File: config.mk
export PLATFORM = sky130hd
export DESIGN_NAME = multicycle_ctrl_fsm_flat
export DESIGN_NICKNAME = d
export VERILOG_FILES = /design/src/rtl/multicycle_ctrl_fsm_if.sv /design/src/rtl/multicycle_ctrl_fsm.sv /design/src/flat_wrapper.sv
export SDC_FILE = /design/constraint.sdc
export NUM_CORES = 1
export LEC_CHECK = 0
export ABC_CLOCK_PERIOD_IN_PS = 5220
export BUFFER_PORTS_ARGS = -buffer_cell sky130_fd_sc_hd__buf_2
export CAP_MARGIN = 10
export CORE_MARGIN = 2
export CORE_UTILIZATION = 37
export DETAILED_ROUTE_END_ITERATION = 16
export SETUP_SLACK_MARGIN = 0.05
export SLEW_MARGIN = 20
export SYNTH_ARGS = -nofsm -noshare
export SYNTH_HDL_FRONTEND = slang
export SYNTH_SLANG_ARGS = --single-unit
File: constraint.sdc
create_clock -name clk -period 5.22 [get_ports clk]
set_clock_uncertainty 0.1 [all_clocks]
set_input_delay 0.261 -clock clk [delete_from_list [all_inputs] [get_ports clk]]
set_output_delay 0.261 -clock clk [all_outputs]
set_load 0.01 [all_outputs]
File: src/rtl/multicycle_ctrl_fsm_if.sv
// Control interface between the multicycle RV32I controller and its datapath.
// The slave modport is the controller's view; the master modport is the datapath's view.
interface multicycle_ctrl_fsm_if #(
    parameter int CNT_W = 32
);
    // Inputs to the controller
    logic [6:0]       opcode;
    logic             mem_ready;

    // Datapath enables
    logic             pc_write;
    logic             branch;
    logic             adr_src;
    logic             mem_write;
    logic             ir_write;
    logic             reg_write;

    // Mux selects and ALU control
    logic [1:0]       result_src;
    logic [1:0]       alu_src_a;
    logic [1:0]       alu_src_b;
    logic [1:0]       alu_op;
    logic [1:0]       imm_src;

    // Status
    logic             illegal;
    logic             instr_retired;
    logic [CNT_W-1:0] retire_count;
    logic [3:0]       state;

    modport slave (
        input  opcode, mem_ready,
        output pc_write, branch, adr_src, mem_write, ir_write, reg_write,
               result_src, alu_src_a, alu_src_b, alu_op, imm_src,
               illegal, instr_retired, retire_count, state
    );

    modport master (
        output opcode, mem_ready,
        input  pc_write, branch, adr_src, mem_write, ir_write, reg_write,
               result_src, alu_src_a, alu_src_b, alu_op, imm_src,
               illegal, instr_retired, retire_count, state
    );
endinterface

File: src/rtl/multicycle_ctrl_fsm.sv
// Moore control FSM for a shared multicycle RV32I datapath (lw, sw, R, I-ALU, beq/bne, jal).
// Optional feature: define MC_FSM_STALL_EN to make FETCH/MEMRD/MEMWR wait on mem_ready;
// without it memory is single-cycle and mem_ready is ignored.
module multicycle_ctrl_fsm #(
    parameter int CNT_W = 32
) (
    input  logic                 clk,
    input  logic                 rst,
    multicycle_ctrl_fsm_if.slave bus
);

    typedef enum logic [3:0] {
        FETCH   = 4'd0,
        DECODE  = 4'd1,
        MEMADR  = 4'd2,
        MEMRD   = 4'd3,
        MEMWB   = 4'd4,
        MEMWR   = 4'd5,
        EXECR   = 4'd6,
        EXECI   = 4'd7,
        ALUWB   = 4'd8,
        BEQ     = 4'd9,
        JAL     = 4'd10,
        ILLEGAL = 4'd11
    } state_e;

    localparam logic [6:0] OP_LW  = 7'b0000011;
    localparam logic [6:0] OP_SW  = 7'b0100011;
    localparam logic [6:0] OP_R   = 7'b0110011;
    localparam logic [6:0] OP_I   = 7'b0010011;
    localparam logic [6:0] OP_BR  = 7'b1100011;
    localparam logic [6:0] OP_JAL = 7'b1101111;

    state_e           state_q, state_d;
    logic [CNT_W-1:0] retire_count_q, retire_count_d;
    logic             mem_ready;

    logic       pc_write, branch, adr_src, mem_write, ir_write, reg_write;
    logic       illegal, instr_retired;
    logic [1:0] result_src, alu_src_a, alu_src_b, alu_op, imm_src;

`ifdef MC_FSM_STALL_EN
    assign mem_ready = bus.mem_ready;
`else
    // Single-cycle memory: the handshake input has no effect.
    logic unused_mem_ready;
    assign unused_mem_ready = bus.mem_ready;
    assign mem_ready        = 1'b1;
`endif

    // State and retire counter registers.
    // NOTE: sequential state uses non-blocking assignment so every flop samples pre-edge values.
    always_ff @(posedge clk or posedge rst) begin
        if (rst) begin
            state_q        <= FETCH;
            retire_count_q <= '0;
        end else begin
            state_q        <= state_d;
            retire_count_q <= retire_count_d;
        end
    end

    // Next-state and Moore outputs decoded from the registered state.
    // NOTE: every output gets a default first so no path through the case infers a latch.
    always_comb begin
        state_d       = state_q;
        pc_write      = 1'b0;
        branch        = 1'b0;
        adr_src       = 1'b0;
        mem_write     = 1'b0;
        ir_write      = 1'b0;
        reg_write     = 1'b0;
        result_src    = 2'b00;
        alu_src_a     = 2'b00;
        alu_src_b     = 2'b00;
        alu_op        = 2'b00;
        illegal       = 1'b0;
        instr_retired = 1'b0;

        case (state_q)
            FETCH: begin
                // PC + 4 computed on the ALU and written back straight from ALUResult.
                adr_src    = 1'b0;
                alu_src_a  = 2'b00;
                alu_src_b  = 2'b10;
                alu_op     = 2'b00;
                result_src = 2'b10;
                if (mem_ready) begin
                    ir_write = 1'b1;
                    pc_write = 1'b1;
                    state_d  = DECODE;
                end
            end
            DECODE: begin
                // Precompute OldPC + Imm as the branch/jump target.
                alu_src_a = 2'b01;
                alu_src_b = 2'b01;
                alu_op    = 2'b00;
                case (bus.opcode)
                    OP_LW, OP_SW: state_d = MEMADR;
                    OP_R:         state_d = EXECR;
                    OP_I:         state_d = EXECI;
                    OP_BR:        state_d = BEQ;
                    OP_JAL:       state_d = JAL;
                    default:      state_d = ILLEGAL;
                endcase
            end
            MEMADR: begin
                alu_src_a = 2'b10;
                alu_src_b = 2'b01;
                alu_op    = 2'b00;
                state_d   = (bus.opcode == OP_LW) ? MEMRD : MEMWR;
            end
            MEMRD: begin
                adr_src = 1'b1;
                if (mem_ready) state_d = MEMWB;
            end
            MEMWB: begin
                result_src    = 2'b01;
                reg_write     = 1'b1;
                instr_retired = 1'b1;
                state_d       = FETCH;
            end
            MEMWR: begin
                // Write enable is held for the whole access; retire only when it completes.
                adr_src   = 1'b1;
                mem_write = 1'b1;
                if (mem_ready) begin
                    instr_retired = 1'b1;
                    state_d       = FETCH;
                end
            end
            EXECR: begin
                alu_src_a = 2'b10;
                alu_src_b = 2'b00;
                alu_op    = 2'b10;
                state_d   = ALUWB;
            end
            EXECI: begin
                alu_src_a = 2'b10;
                alu_src_b = 2'b01;
                alu_op    = 2'b10;
                state_d   = ALUWB;
            end
            ALUWB: begin
                result_src    = 2'b00;
                reg_write     = 1'b1;
                instr_retired = 1'b1;
                state_d       = FETCH;
            end
            BEQ: begin
                // Compare rs1/rs2; the PC load is qualified outside by the ALU flags.
                alu_src_a     = 2'b10;
                alu_src_b     = 2'b00;
                alu_op        = 2'b01;
                result_src    = 2'b00;
                branch        = 1'b1;
                instr_retired = 1'b1;
                state_d       = FETCH;
            end
            JAL: begin
                // Jump to the target held in ALUOut while computing OldPC + 4 for rd.
                alu_src_a  = 2'b01;
                alu_src_b  = 2'b10;
                alu_op     = 2'b00;
                result_src = 2'b00;
                pc_write   = 1'b1;
                state_d    = ALUWB;
            end
            ILLEGAL: begin
                illegal = 1'b1;
                state_d = FETCH;
            end
            default: begin
                state_d = FETCH;
            end
        endcase

        // Reset masks every enable and pulse so nothing is written while held in reset.
        if (rst) begin
            pc_write      = 1'b0;
            branch        = 1'b0;
            mem_write     = 1'b0;
            ir_write      = 1'b0;
            reg_write     = 1'b0;
            illegal       = 1'b0;
            instr_retired = 1'b0;
        end

        retire_count_d = retire_count_q + CNT_W'(instr_retired);
    end

    // Immediate format select, the only output taken directly from the opcode.
    always_comb begin
        case (bus.opcode)
            OP_LW, OP_I: imm_src = 2'b00;
            OP_SW:       imm_src = 2'b01;
            OP_BR:       imm_src = 2'b10;
            OP_JAL:      imm_src = 2'b11;
            default:     imm_src = 2'b00;
        endcase
    end

    assign bus.pc_write      = pc_write;
    assign bus.branch        = branch;
    assign bus.adr_src       = adr_src;
    assign bus.mem_write     = mem_write;
    assign bus.ir_write      = ir_write;
    assign bus.reg_write     = reg_write;
    assign bus.result_src    = result_src;
    assign bus.alu_src_a     = alu_src_a;
    assign bus.alu_src_b     = alu_src_b;
    assign bus.alu_op        = alu_op;
    assign bus.imm_src       = imm_src;
    assign bus.illegal       = illegal;
    assign bus.instr_retired = instr_retired;
    assign bus.retire_count  = retire_count_q;
    assign bus.state         = state_q;

endmodule

File: src/flat_wrapper.sv
// flat-port wrapper written by rule: the top's interface ports become plain ports
module multicycle_ctrl_fsm_flat 
#(
    parameter int CNT_W = 32
)
  (clk, rst, bus_opcode, bus_mem_ready, bus_pc_write, bus_branch, bus_adr_src, bus_mem_write, bus_ir_write, bus_reg_write, bus_result_src, bus_alu_src_a, bus_alu_src_b, bus_alu_op, bus_imm_src, bus_illegal, bus_instr_retired, bus_retire_count, bus_state);
  multicycle_ctrl_fsm_if #(.CNT_W(CNT_W)) bus_i ();
  input  logic clk;
  input  logic rst;
  input wire logic [$bits(bus_i.opcode)-1:0] bus_opcode;
  input wire logic [$bits(bus_i.mem_ready)-1:0] bus_mem_ready;
  output wire logic [$bits(bus_i.pc_write)-1:0] bus_pc_write;
  output wire logic [$bits(bus_i.branch)-1:0] bus_branch;
  output wire logic [$bits(bus_i.adr_src)-1:0] bus_adr_src;
  output wire logic [$bits(bus_i.mem_write)-1:0] bus_mem_write;
  output wire logic [$bits(bus_i.ir_write)-1:0] bus_ir_write;
  output wire logic [$bits(bus_i.reg_write)-1:0] bus_reg_write;
  output wire logic [$bits(bus_i.result_src)-1:0] bus_result_src;
  output wire logic [$bits(bus_i.alu_src_a)-1:0] bus_alu_src_a;
  output wire logic [$bits(bus_i.alu_src_b)-1:0] bus_alu_src_b;
  output wire logic [$bits(bus_i.alu_op)-1:0] bus_alu_op;
  output wire logic [$bits(bus_i.imm_src)-1:0] bus_imm_src;
  output wire logic [$bits(bus_i.illegal)-1:0] bus_illegal;
  output wire logic [$bits(bus_i.instr_retired)-1:0] bus_instr_retired;
  output wire logic [$bits(bus_i.retire_count)-1:0] bus_retire_count;
  output wire logic [$bits(bus_i.state)-1:0] bus_state;
  assign bus_i.opcode = bus_opcode;
  assign bus_i.mem_ready = bus_mem_ready;
  assign bus_pc_write = bus_i.pc_write;
  assign bus_branch = bus_i.branch;
  assign bus_adr_src = bus_i.adr_src;
  assign bus_mem_write = bus_i.mem_write;
  assign bus_ir_write = bus_i.ir_write;
  assign bus_reg_write = bus_i.reg_write;
  assign bus_result_src = bus_i.result_src;
  assign bus_alu_src_a = bus_i.alu_src_a;
  assign bus_alu_src_b = bus_i.alu_src_b;
  assign bus_alu_op = bus_i.alu_op;
  assign bus_imm_src = bus_i.imm_src;
  assign bus_illegal = bus_i.illegal;
  assign bus_instr_retired = bus_i.instr_retired;
  assign bus_retire_count = bus_i.retire_count;
  assign bus_state = bus_i.state;
  multicycle_ctrl_fsm #(.CNT_W(CNT_W)) u_core (.clk(clk), .rst(rst), .bus(bus_i));
endmodule
# --- After elaboration in Yosys (flattened, before gate mapping) ---
# Index checks and enable logic that the tools add are counted.
# W data, S select, Z words.
classes:
  add_sub_neg: 1
  n_eq_ne: 17
  muxes: 23
  reduce_logical: 11
ops:
  columns: ["operator", "n"]
  rows:
  - ["$pmux W4 S5", 2]
  - ["$add A32 B1 Y32", 1]
  - ["$eq A4 B3 Y1 const B", 4]
  - ["$eq A4 B4 Y1 const B", 4]
  - ["$pmux W2 S2", 4]
  - ["$mux W1", 15]
  - ["$eq A7 B6 Y1 const B", 2]
  - ["$eq A7 B7 Y1 const B", 2]
  - ["$reduce_or A2 Y1", 6]
  - ["$eq A4 B2 Y1 const B", 2]
  - ["$reduce_or A4 Y1", 2]
  - ["$eq A7 B2 Y1 const B", 1]
  - ["$eq A7 B5 Y1 const B", 1]
  - ["$pmux W2 S3", 1]
  - ["$reduce_or A3 Y1", 2]
  - ["$eq A4 B1 Y1 const B", 1]
  - ["$logic_not A4 Y1", 1]
  - ["$mux W3", 1]
totals:
  ff_bits: 36
  in_bits: 10
  output_inout_bits: 54
  word_cells: 54

# --- Logic depth before layout (Yosys ltp) ---
# Gate-level depths: netlist (run 1).
depth:
  word_depth: 5
  ltp_mapped: 7
  depth_no_buf: 7

# --- Worst setup path after synthesis (run 1) ---
# No wires, ideal clock.
synth_timing:
  path_type: "register to register"
  start: "reg u_core.state_q[2] (netlist: u_core.bus.state[2])"
  end: "reg u_core.retire_count_q[24] (netlist: u_core.bus.retire_count[24])"
  setup_time_ns: 0.079
  t_arrival_ns: 2.332
  t_required_ns: 5.041
  setup_slack_ns: 2.709
  stages_incl_launch_ff: 8
  n_path_buf: 0
  period_less_slack_ns: 2.511
  cell_sequence: "dfrtp_1 nand2b_1 a211oi_1 ha_1 ha_1 nand2_1 nor4_1 xor2_1"
synth_between:
  elab_chain_cells: 5
  word_cells_on_any_way: 8
  classes_between: "add/sub (1); eq/ne (4); mux (2); reduce/logical (1)"
synth_lines:
  columns: ["element", "line", "rtl"]
  rows:
  - ["start: declaration", "multicycle_ctrl_fsm.sv:34", "state_e state_q, state_d;"]
  - ["start signal: assignment", "multicycle_ctrl_fsm.sv:58", "state_q <= state_d;"]
  - ["$eq A4 B4 Y1 or $eq A4 B3 Y1 (tied branches)", "multicycle_ctrl_fsm.sv:80", "case (state_q)"]
  - ["$reduce_or A4 Y1 (no source line) (*)", null, null]
  - ["$mux W1 (*)", null, null]
  - ["$mux W1 (*)", "multicycle_ctrl_fsm.sv:180", "if (rst) begin"]
  - ["via bus_instr_retired", "flat_wrapper.sv:24", "output wire logic [$bits(bus_i.instr_retired)-1:0] bus_instr_retired;"]
  - ["$add A32 B1 Y32 (*)", "multicycle_ctrl_fsm.sv:190", "retire_count_d = retire_count_q + CNT_W'(instr_retired);"]
  - ["via u_core.retire_count_d[24]", "multicycle_ctrl_fsm.sv:35", "logic [CNT_W-1:0] retire_count_q, retire_count_d;"]
  - ["end signal: assignment", "multicycle_ctrl_fsm.sv:59", "retire_count_q <= retire_count_d;"]
  - ["end: declaration", "multicycle_ctrl_fsm.sv:35", null]
# Mark *: on every way through the listed nets, which the timed path passes. The rest lies on a longest branch.

# --- Worst setup path in the final report (run 1) ---
layout_timing:
  start: "reg u_core.state_q[2] (netlist: u_core.bus.state[2])"
  end: "reg u_core.retire_count_q[18] (netlist: u_core.bus.retire_count[18])"
layout_between:
  elab_chain_cells: 5
  word_cells_on_any_way: 8
  classes_between: "add/sub (1); eq/ne (4); mux (2); reduce/logical (1)"
layout_lines:
  columns: ["element", "line"]
  rows:
  - ["$eq A4 B4 Y1 or $eq A4 B3 Y1 (tied branches)", "multicycle_ctrl_fsm.sv:80"]
  - ["$reduce_or A4 Y1 (no source line) (*)", null]
  - ["$mux W1 (*)", null]
  - ["$mux W1 (*)", "multicycle_ctrl_fsm.sv:180"]
  - ["$add A32 B1 Y32 (*)", "multicycle_ctrl_fsm.sv:190"]
  - ["via u_core.retire_count_d[18]", "multicycle_ctrl_fsm.sv:35"]
# Marked as above.

==> results of run 1 <==
-- final cells by class --
cell class	instances	area, sq um	area share
clock buffers	5	68.8	0.0284
clock inverters	3	90.1	0.0372
inverters	6	22.5	0.00929
multi-input cells	142	936	0.386
flip-flops and latches	36	901	0.372
well taps	70	87.6	0.0361
repair buffers	63	318	0.131
-- routing by layer --
layer  routed length, microns  track usage  share of wire  vias up
met5                        0            0              0        -
met1                     1910        0.200           0.47      760
li1                         -            -              -      797
met3                      170       0.0476          0.042        6
met4                       61       0.0526          0.015        0
met2                     1900        0.230           0.47       34
-- logic make-up after synthesis --
| family | count (synthesis) | synth area share |
|---|---|---|
| compound gates | 11 | 0.0369 |
| flops | 36 | 0.475 |
| simple gates | 95 | 0.285 |
| xor+xnor | 33 | 0.152 |
| fa+ha+maj | 2 | 0.0132 |
| buf+inv | 12 | 0.0323 |
| mux | 1 | 0.00593 |
-- final timing paths --
kind | endpoint | startpoint | slack [ns]
max | u_core.bus.retire_count[18] | u_core.bus.state[2] | 2.42
min | u_core.bus.retire_count[0] | rst | 0.06
max reg2reg | u_core.bus.retire_count[18] | u_core.bus.state[2] | 2.42
min reg2reg | u_core.bus.retire_count[31] | u_core.bus.retire_count[31] | 0.37
max in group asynchronous | u_core.bus.retire_count[23] | rst | 4.65
min in group clk | u_core.bus.state[2] | bus_opcode[4] | 0.24
-- metrics by stage --
step	util	hold WS, ns
final	0.481	0.0554
after global routing	0.481	0.106
after CTS	0.481	0.0568
after detailed placement	0.449	0.361
after global placement	0.449	0.352
after floorplan	-	0.333
-- state kept, by name, indices dropped and copies added (netlist names) --
register / cells
u_core.bus.retire_count: 32
u_core.bus.state: 4
-- layout by cell type, fill, tap and decap left out, types with 5 or more instances in the layout --
cell type	Yosys	final
buf_2	1	62
clkbuf_8	1	5
dfrtp_1	36	36
inv_1	6	6
nand2_1	18	18
nand3_1	9	9
nor2_1	12	12
nor3_1	17	17
nor4_1	10	10
xnor2_1	12	12
xor2_1	21	21
-- where the power goes --
group	switching, mW	leakage [nW]	internal [mW]
clock	0.101	0.0784	0.239
sequential	0.0760	0.470	0.309
combinational	0.135	0.729	0.128
total	0.312	1.28	0.676
-- worst max-delay path: cells and delay by family, from the launching register on --
family,cells,cell delay [ns]
and+or+nand+nor,3,0.87
adders and majority gates,2,0.67
DFF,1,0.55
AOI/OAI and AO/OA,1,0.37
xor gates and xnor gates,1,0.17
==> results.yml, run 1 <==
synthesis:
  yosysMostFrequentCell: "dfrtp_1"
  yosys_warnings: 0
  synthFlopType: "dfrtp_1"
  syn_nets: 202
  synth_area_per_cell_sq_um: 9.99
  yosys.area.top_type: "dfrtp_1"
  yosysSeqAreaShare: 0.475
  synth_cells: 190
  synth-edff-count: 0
  synth.top_cell.area_share: 0.475
  netlist_area_sq_um: 1900
  ys_async_sr_fraction: 1.00
  ys_types: 37
  synth_seq_cells: 36
  synth_top_cells_by_count: "dfrtp_1 (36), xor2_1 (21), nand2_1 (18)"
  synthTopCellsByArea: "dfrtp_1 (47%), xor2_1 (9.7%), xnor2_1 (5.5%), nor3_1 (4.5%), nand2_1 (3.6%)"
drt:
  via_count: 1597
  drc_errors: 0
  drt_wl_total_microns: 4040
  ant_nets: 0
  dr.pass1.iters: 4
  drt_iter0_drc: 53
  routedWlPerCell_microns: 12.4
  vias_per_cell: 4.91
placement:
  place_area_sq_um: 2260
  dp.cells: 317
  hpwl_microns: 2900
  place_ws_ns: 2.41
  place.gp.congestion: 0.784
  io_buffers: 62
sta:
  slew_headroom: 0.673
  setup_viol: 0
  hold_violations: 0
  fmax_mhz: 357
  min_period_ns: 2.80
  setup-tns-final_ns: 0
  fin_ws_ns: 2.42
  rsz0062_at_grt: "no"
  tightest_slew_ns: 0.490
  fin_crit_sh: 0.537
  drv_slew: 0
clock_network:
  clk_latency_ns: 0.29
  clock_path_buffers: 2
  cts.clk_slew.worst_paths_ns: 0.08
  cts_hold_buf: 0
  root_buffer: "clkbuf_8"
  cts_resized: 0
  cts_sinks: 36
  cts_tree: "yes"
  post-cts-setup-buffers: 0
  cts_max_level: 2
  cts_buffers: 5
floorplanning:
  boundaryPins: 64
  dieHeight_microns: 75.6
  initial_core_util: 0.376
  die_w_microns: 75.6
  rows: 26
  core_region_area_sq_um: 5040
  die_area_sq_um: 5720
final_layout:
  nFillCells: 497
  nNetsFinal: 266
  areaGrowthSynthToFinish_pct: 27.7
  drive_gt1_frac: 0.310
  fin_area_sq_um: 2420
  num_antenna_cells: 0
  finalNonFillerCells: 325
outcome:
  status: "finished, final reports clean"
setup_path:
  cpMaxStageDelayCell: "dfrtp_1"
  cp.arrival_ns: 2.92
  criticalPathCategory: "reg -> reg"
  crit_top_cell: "ha_1"
  crit_required_ns: 5.34
  reg2reg_depth: 7
  path_cells: "nand2b_1 > a211oi_1 > ha_1 > ha_1 > nand3_1 > nor4_1 > xor2_1"
  critical_path_peak_fanout: 15
  cpPeakStageDelay_ns: 0.55
  cp-end-kind: "register"
  worst_setup_path_start_kind: "register"
global_routing:
  grt_max_degree: 37
  antenna_found_initial: 0
  grt_pass1_wl_microns: 6400
  grt_usage: 0.150
  grt_overflow: 0
  grt_pass1_vias: 1355
power_and_ir_drop:
  p_per_area_nw_per_um2: 408
  leakage_nw: 1.28
  power.total_mw: 0.988
  peakVddDrop_mv: 0.157
job:
  cap_violations: 0
worst_hold_path:
  hold_path.class: "in -> async"
Note: power is estimated with default switching activity, not from simulation.
==> run 2: changes to the inputs <==
ABC_AREA = 1   (was not set)
ABC_CLOCK_PERIOD_IN_PS = 2900   (was 5220)
clock period = 2.9 ns   (was 5.22 ns; I/O delays follow)
==> results.yml, run 2 <==
final_layout:
  areaGrowthSynthToFinish_pct: 23.0
  drive_gt1_frac: 0.231
  final_cell_mix: "nand2_1 (109), buf_2 (62), nor2_1 (54)"
  largest_reg_flops: 32
  multiInputGateArea_sq_um: 1150
  nFillCells: 614
  num_antenna_cells: 0
  fin_util: 0.466
  nNetsFinal: 398
  finalNonFillerCells: 461
  regArea_sq_um: 901
  mostFrequentLayoutCell: "nand2_1"
  fin_area_sq_um: 2730
synthesis:
  synth-edff-count: 0
  synthTopCellsByArea: "dfrtp_1 (41%), nand2_1 (18%), nor2_1 (9.1%), inv_1 (6.9%), nand3_1 (5.6%)"
  synth.top_cell.area_share: 0.407
  synth_area_per_cell_sq_um: 6.99
  syn_nets: 329
  yosysSeqAreaShare: 0.407
  yosys.area.top_type: "dfrtp_1"
  yosysMostFrequentCell: "nand2_1"
  yosys_warnings: 0
  synth_cells: 317
  synth_top_cells_by_count: "nand2_1 (109), nor2_1 (54), inv_1 (41)"
  ys_async_sr_fraction: 1.00
  synth_seq_cells: 36
  netlist_area_sq_um: 2220
  ys_types: 25
  synthFlopType: "dfrtp_1"
sta:
  hold_violations: 0
  drv_slew: 0
  min_period_ns: 2.35
  fin_ws_ns: 0.545
  fmax_mhz: 425
  setup_viol: 0
  tightest_slew_ns: 0.732
  setup-tns-final_ns: 0
  whs_ns: 0.0775
  fin_crit_sh: 0.812
  rsz0062_at_grt: "no"
  slew_headroom: 0.511
setup_path:
  crit_required_ns: 2.98
  critPathLaunch: "u_core.bus.state[3]"
  cp.arrival_ns: 2.43
  critical_path_peak_fanout: 6
  cp-end-kind: "register"
  criticalPathCategory: "reg -> reg"
  r2r-start: "u_core.bus.state[3]"
  worst_setup_path_start_kind: "register"
clock_network:
  root_buffer: "clkbuf_8"
  clock_path_buffers: 2
  cts_resized: 0
  cts_sinks: 36
  clk_latency_ns: 0.29
  cts.clk_slew.worst_paths_ns: 0.07
  cts_tree: "yes"
  cts_buffers: 5
  cts_hold_buf: 1
  cts_max_level: 2
  post-cts-setup-buffers: 0
drt:
  vias_per_cell: 4.56
  dr.pass1.iters: 4
  drt_wl_total_microns: 5310
  drc_errors: 0
  ant_nets: 0
  drt_iter0_drc: 75
  via_count: 2104
  routedWlPerCell_microns: 11.5
outcome:
  status: "finished, final reports clean"
global_routing:
  antenna_found_initial: 0
  grtUsageMet2: 0.313
  busiest_layer: "met2"
  grt_pass1_wl_microns: 9070
  grt_max_degree: 20
  use_met1: 0.214
  grt_pass1_vias: 2051
  grt_usage: 0.177
  grt_overflow: 0
  grt_util_met3: 0.0356
power_and_ir_drop:
  seqPwrFrac: 0.410
  power.total_mw: 1.58
  swShare: 0.379
  leakage_nw: 1.49
  p_clk_frac: 0.245
  p_per_area_nw_per_um2: 579
  peakVddDrop_mv: 0.501
  p_int_mw: 0.979
  power_switching_mw: 0.598
  p_comb_frac: 0.344
placement:
  hpwl_microns: 4300
  place.gp.congestion: 0.870
  place_ws_ns: 0.568
  io_buffers: 62
  dp.cells: 453
  place_area_sq_um: 2620
job:
  cap_violations: 0
floorplanning:
  boundaryPins: 64
  core_region_area_sq_um: 5850
  rows: 28
  initial_core_util: 0.379
  die_area_sq_um: 6620
  dieHeight_microns: 81.4
  die_w_microns: 81.4
worst_hold_path:
  hold_path.class: "in -> reg"
  min_from: "bus_opcode[5]"
run 2: logic make-up after synthesis:
logic type	share of synthesized area
AOI/OAI and AO/OA	0.0164
xor gates and xnor gates	0.0627
adders and majority gates	0.0113
buffers and inverters	0.0734
DFF	0.407
and+or+nand+nor	0.430
run 2: path summary, 6_finish.rpt:
path	to	slack, ns	cells past startpoint
worst max-delay path	u_core.bus.retire_count[28]	0.55	12
worst min-delay path	u_core.bus.state[0]	0.08	4
min in group asynchronous	u_core.bus.retire_count[18]	0.49	3
worst max register to register	u_core.bus.retire_count[28]	0.55	12
max in group asynchronous	u_core.bus.retire_count[21]	1.48	4
worst min register to register	u_core.bus.retire_count[31]	0.39	2
run 2: cell type report:
class                      count  share of cell area
multi-input combinational    238               0.423
sequential                    36               0.331
timing repair buffer          64               0.120
inverter                      41              0.0565
clock buffer                   7              0.0354
tap                           75              0.0344
run 2: power groups by stage:
stage	Combinational (mW)	Sequential [mW]	Clock (mW)
after floorplan	0.327	0.662	0
after detailed placement	0.546	0.655	0
after global placement	0.547	0.652	0
final	0.543	0.648	0.387
after global routing	0.613	0.660	0.418
after CTS	0.548	0.648	0.397
run 2: critical path, stage by stage (launching register included):
cell and delay, ns:
dfrtp_1 0.41, nor2_1 0.25, nor2_1 0.09, nor3_1 0.20, ha_1 0.26, ha_1 0.22
nand2_2 0.10, nor2_8 0.17, inv_1 0.07, nor2_2 0.20, nand2_1 0.08, nand2_1 0.06
nand2_1 0.05
run 2: layer usage:
metal,wire length [microns],share of wire,vias to the layer above
li1,-,-,1101
met4,87,0.016,0
met1,2440,0.46,942
met5,0,0,-
met2,2500,0.47,54
met3,279,0.053,7
==> run 3: changes to the inputs <==
ABC_CLOCK_PERIOD_IN_PS = 2400   (was 2900)
clock period = 2.4 ns   (was 2.9 ns; I/O delays follow)
==> results.yml, run 3 (same netlist as run 2, synthesis figures left out) <==
clock_network:
  clock_path_buffers: 2
  clk_latency_ns: 0.29
  cts_tree: "yes"
  cts_buffers: 5
  root_buffer: "clkbuf_8"
  cts_max_level: 2
  cts_sinks: 36
  cts.clk_slew.worst_paths_ns: 0.07
sta:
  drv_slew: 0
  setup-tns-final_ns: 0
  tightest_slew_ns: 0.472
  slew_headroom: 0.685
  fmax_mhz: 463
  hold_violations: 0
  min_period_ns: 2.16
  setup_viol: 0
  rsz0062_at_grt: "no"
  fin_crit_sh: 0.900
drt:
  drt_wl_total_microns: 5450
  via_count: 2157
  routedWlPerCell_microns: 11.6
  drt_iter0_drc: 104
  dr.pass1.iters: 4
  drc_errors: 0
  ant_nets: 0
  vias_per_cell: 4.58
placement:
  place.gp.congestion: 0.863
  place_area_sq_um: 2650
  hpwl_microns: 4260
  io_buffers: 62
  dp.cells: 457
setup_path:
  crit_required_ns: 2.48
  critical_path.top_delay_family: "simple AND/OR/NAND/NOR gates"
  cp-end-kind: "register"
  path_cells: "inv_1 > nor2_2 > nor2_1 > nor3_2 > ha_2 > ha_2 > nand2_2 > nor2_8 > inv_1 > nor2_4 > nand2_1 > nand2_1 > nand2_1"
  crit_top_cell: "nand2_1"
  criticalPathCategory: "reg -> reg"
  worst_setup_path_start_kind: "register"
  cp.arrival_ns: 2.25
  cpPeakStageDelay_ns: 0.42
  critPathBufInv: 2
  cpMaxStageDelayCell: "dfrtp_1"
  critical_path_peak_fanout: 6
floorplanning:
  boundaryPins: 64
  die_area_sq_um: 6620
  dieHeight_microns: 81.4
  rows: 28
  core_region_area_sq_um: 5850
  die_w_microns: 81.4
  initial_core_util: 0.379
final_layout:
  num_antenna_cells: 0
  fin_area_sq_um: 2810
  nNetsFinal: 407
  drive_gt1_frac: 0.258
  largest_reg_flops: 32
  finalNonFillerCells: 471
  mostFrequentLayoutCell: "nand2_1"
  areaGrowthSynthToFinish_pct: 26.7
  final_cell_mix: "nand2_1 (109), buf_2 (62), nor2_1 (52)"
global_routing:
  grt_pass1_vias: 2025
  grt_pass1_wl_microns: 8980
  grt_util_met3: 0.0311
  use_met1: 0.218
  antenna_found_initial: 0
  grt_overflow: 0
  busiest_layer: "met2"
  grt_usage: 0.176
  grt_max_degree: 37
  grtUsageMet2: 0.305
job:
  cap_violations: 0
power_and_ir_drop:
  power.total_mw: 1.98
  peakVddDrop_mv: 0.580
  p_int_mw: 1.23
  p_comb_frac: 0.383
  power_switching_mw: 0.757
  seqPwrFrac: 0.390
  swShare: 0.382
  p_per_area_nw_per_um2: 706
  p_clk_frac: 0.228
  leakage_nw: 1.52
outcome:
  status: "finished, final reports clean"
worst_hold_path:
  hold_path.class: "in -> reg"
[run 3: changes by cell type in the layout (fill, tap and decap cells not counted), sizes merged]
cell / delta
clkbuf: +1
buf: +9
[run 3: layer usage]
metal  vias up  wire [microns]
li1       1119               -
met1       959            2460
met2        70            2600
met3         9             289
met4         0             103
met5         -               0
[run 3: what timing repair did]
item	in CTS	in global routing
setup buffers	0	5
gates resized for setup	0	6
endpoints found under the hold margin	36	0
endpoints found under the setup margin	0	10
hold buffers	1	0
[run 3: final timing paths]
check,from,to,slack [ns],cells after the start
worst min register to register,u_core.bus.retire_count[31],u_core.bus.retire_count[31],0.39,2
worst max-delay path,u_core.bus.state[2],u_core.bus.retire_count[28],0.24,13
min in group asynchronous,rst,u_core.bus.retire_count[13],0.46,4
max in group asynchronous,rst,u_core.bus.retire_count[19],1.41,4
worst min-delay path,bus_opcode[5],u_core.bus.state[0],0.06,4
worst max register to register,u_core.bus.state[2],u_core.bus.retire_count[28],0.24,13
[run 3: cell type report]
type / count / area [sq um]
Clock buffer: 8 / 90.1
Multi-Input combinational cell: 238 / 1170
Inverter: 41 / 154
Timing Repair Buffer: 73 / 395
Tap cell: 75 / 93.8
Sequential cell: 36 / 901
Fill cell: 608 / 3040
[run 3: worst reg2reg max path, cell delays in order, from the launching register on]
cell and delay, ns:
dfrtp_1 0.42, inv_1 0.07, nor2_2 0.10, nor2_1 0.07, nor3_2 0.22, ha_2 0.21, ha_2 0.19, nand2_2 0.09
nor2_8 0.19, inv_1 0.09, nor2_4 0.15, nand2_1 0.07, nand2_1 0.05, nand2_1 0.04
[run 3: power by group through the flow]
stage / Combinational (mW) / Sequential (mW) / Clock (mW)
finish: 0.759 / 0.772 / 0.452
CTS: 0.706 / 0.771 / 0.463
floorplan: 0.396 / 0.800 / 0
global placement: 0.702 / 0.777 / 0
global route: 0.852 / 0.786 / 0.481
detailed placement: 0.702 / 0.780 / 0
[run 3: stage by stage]
stage / setup WS (ns) / utilization / hold slack (ns)
finish: 0.239 / 0.480 / 0.0611
global route: 0.0440 / 0.480 / 0.0905
floorplan: 0.0753 / - / 0.208
detailed placement: 0.139 / 0.453 / 0.234
global placement: 0.199 / 0.453 / 0.231
CTS: 0.115 / 0.470 / 0.0577
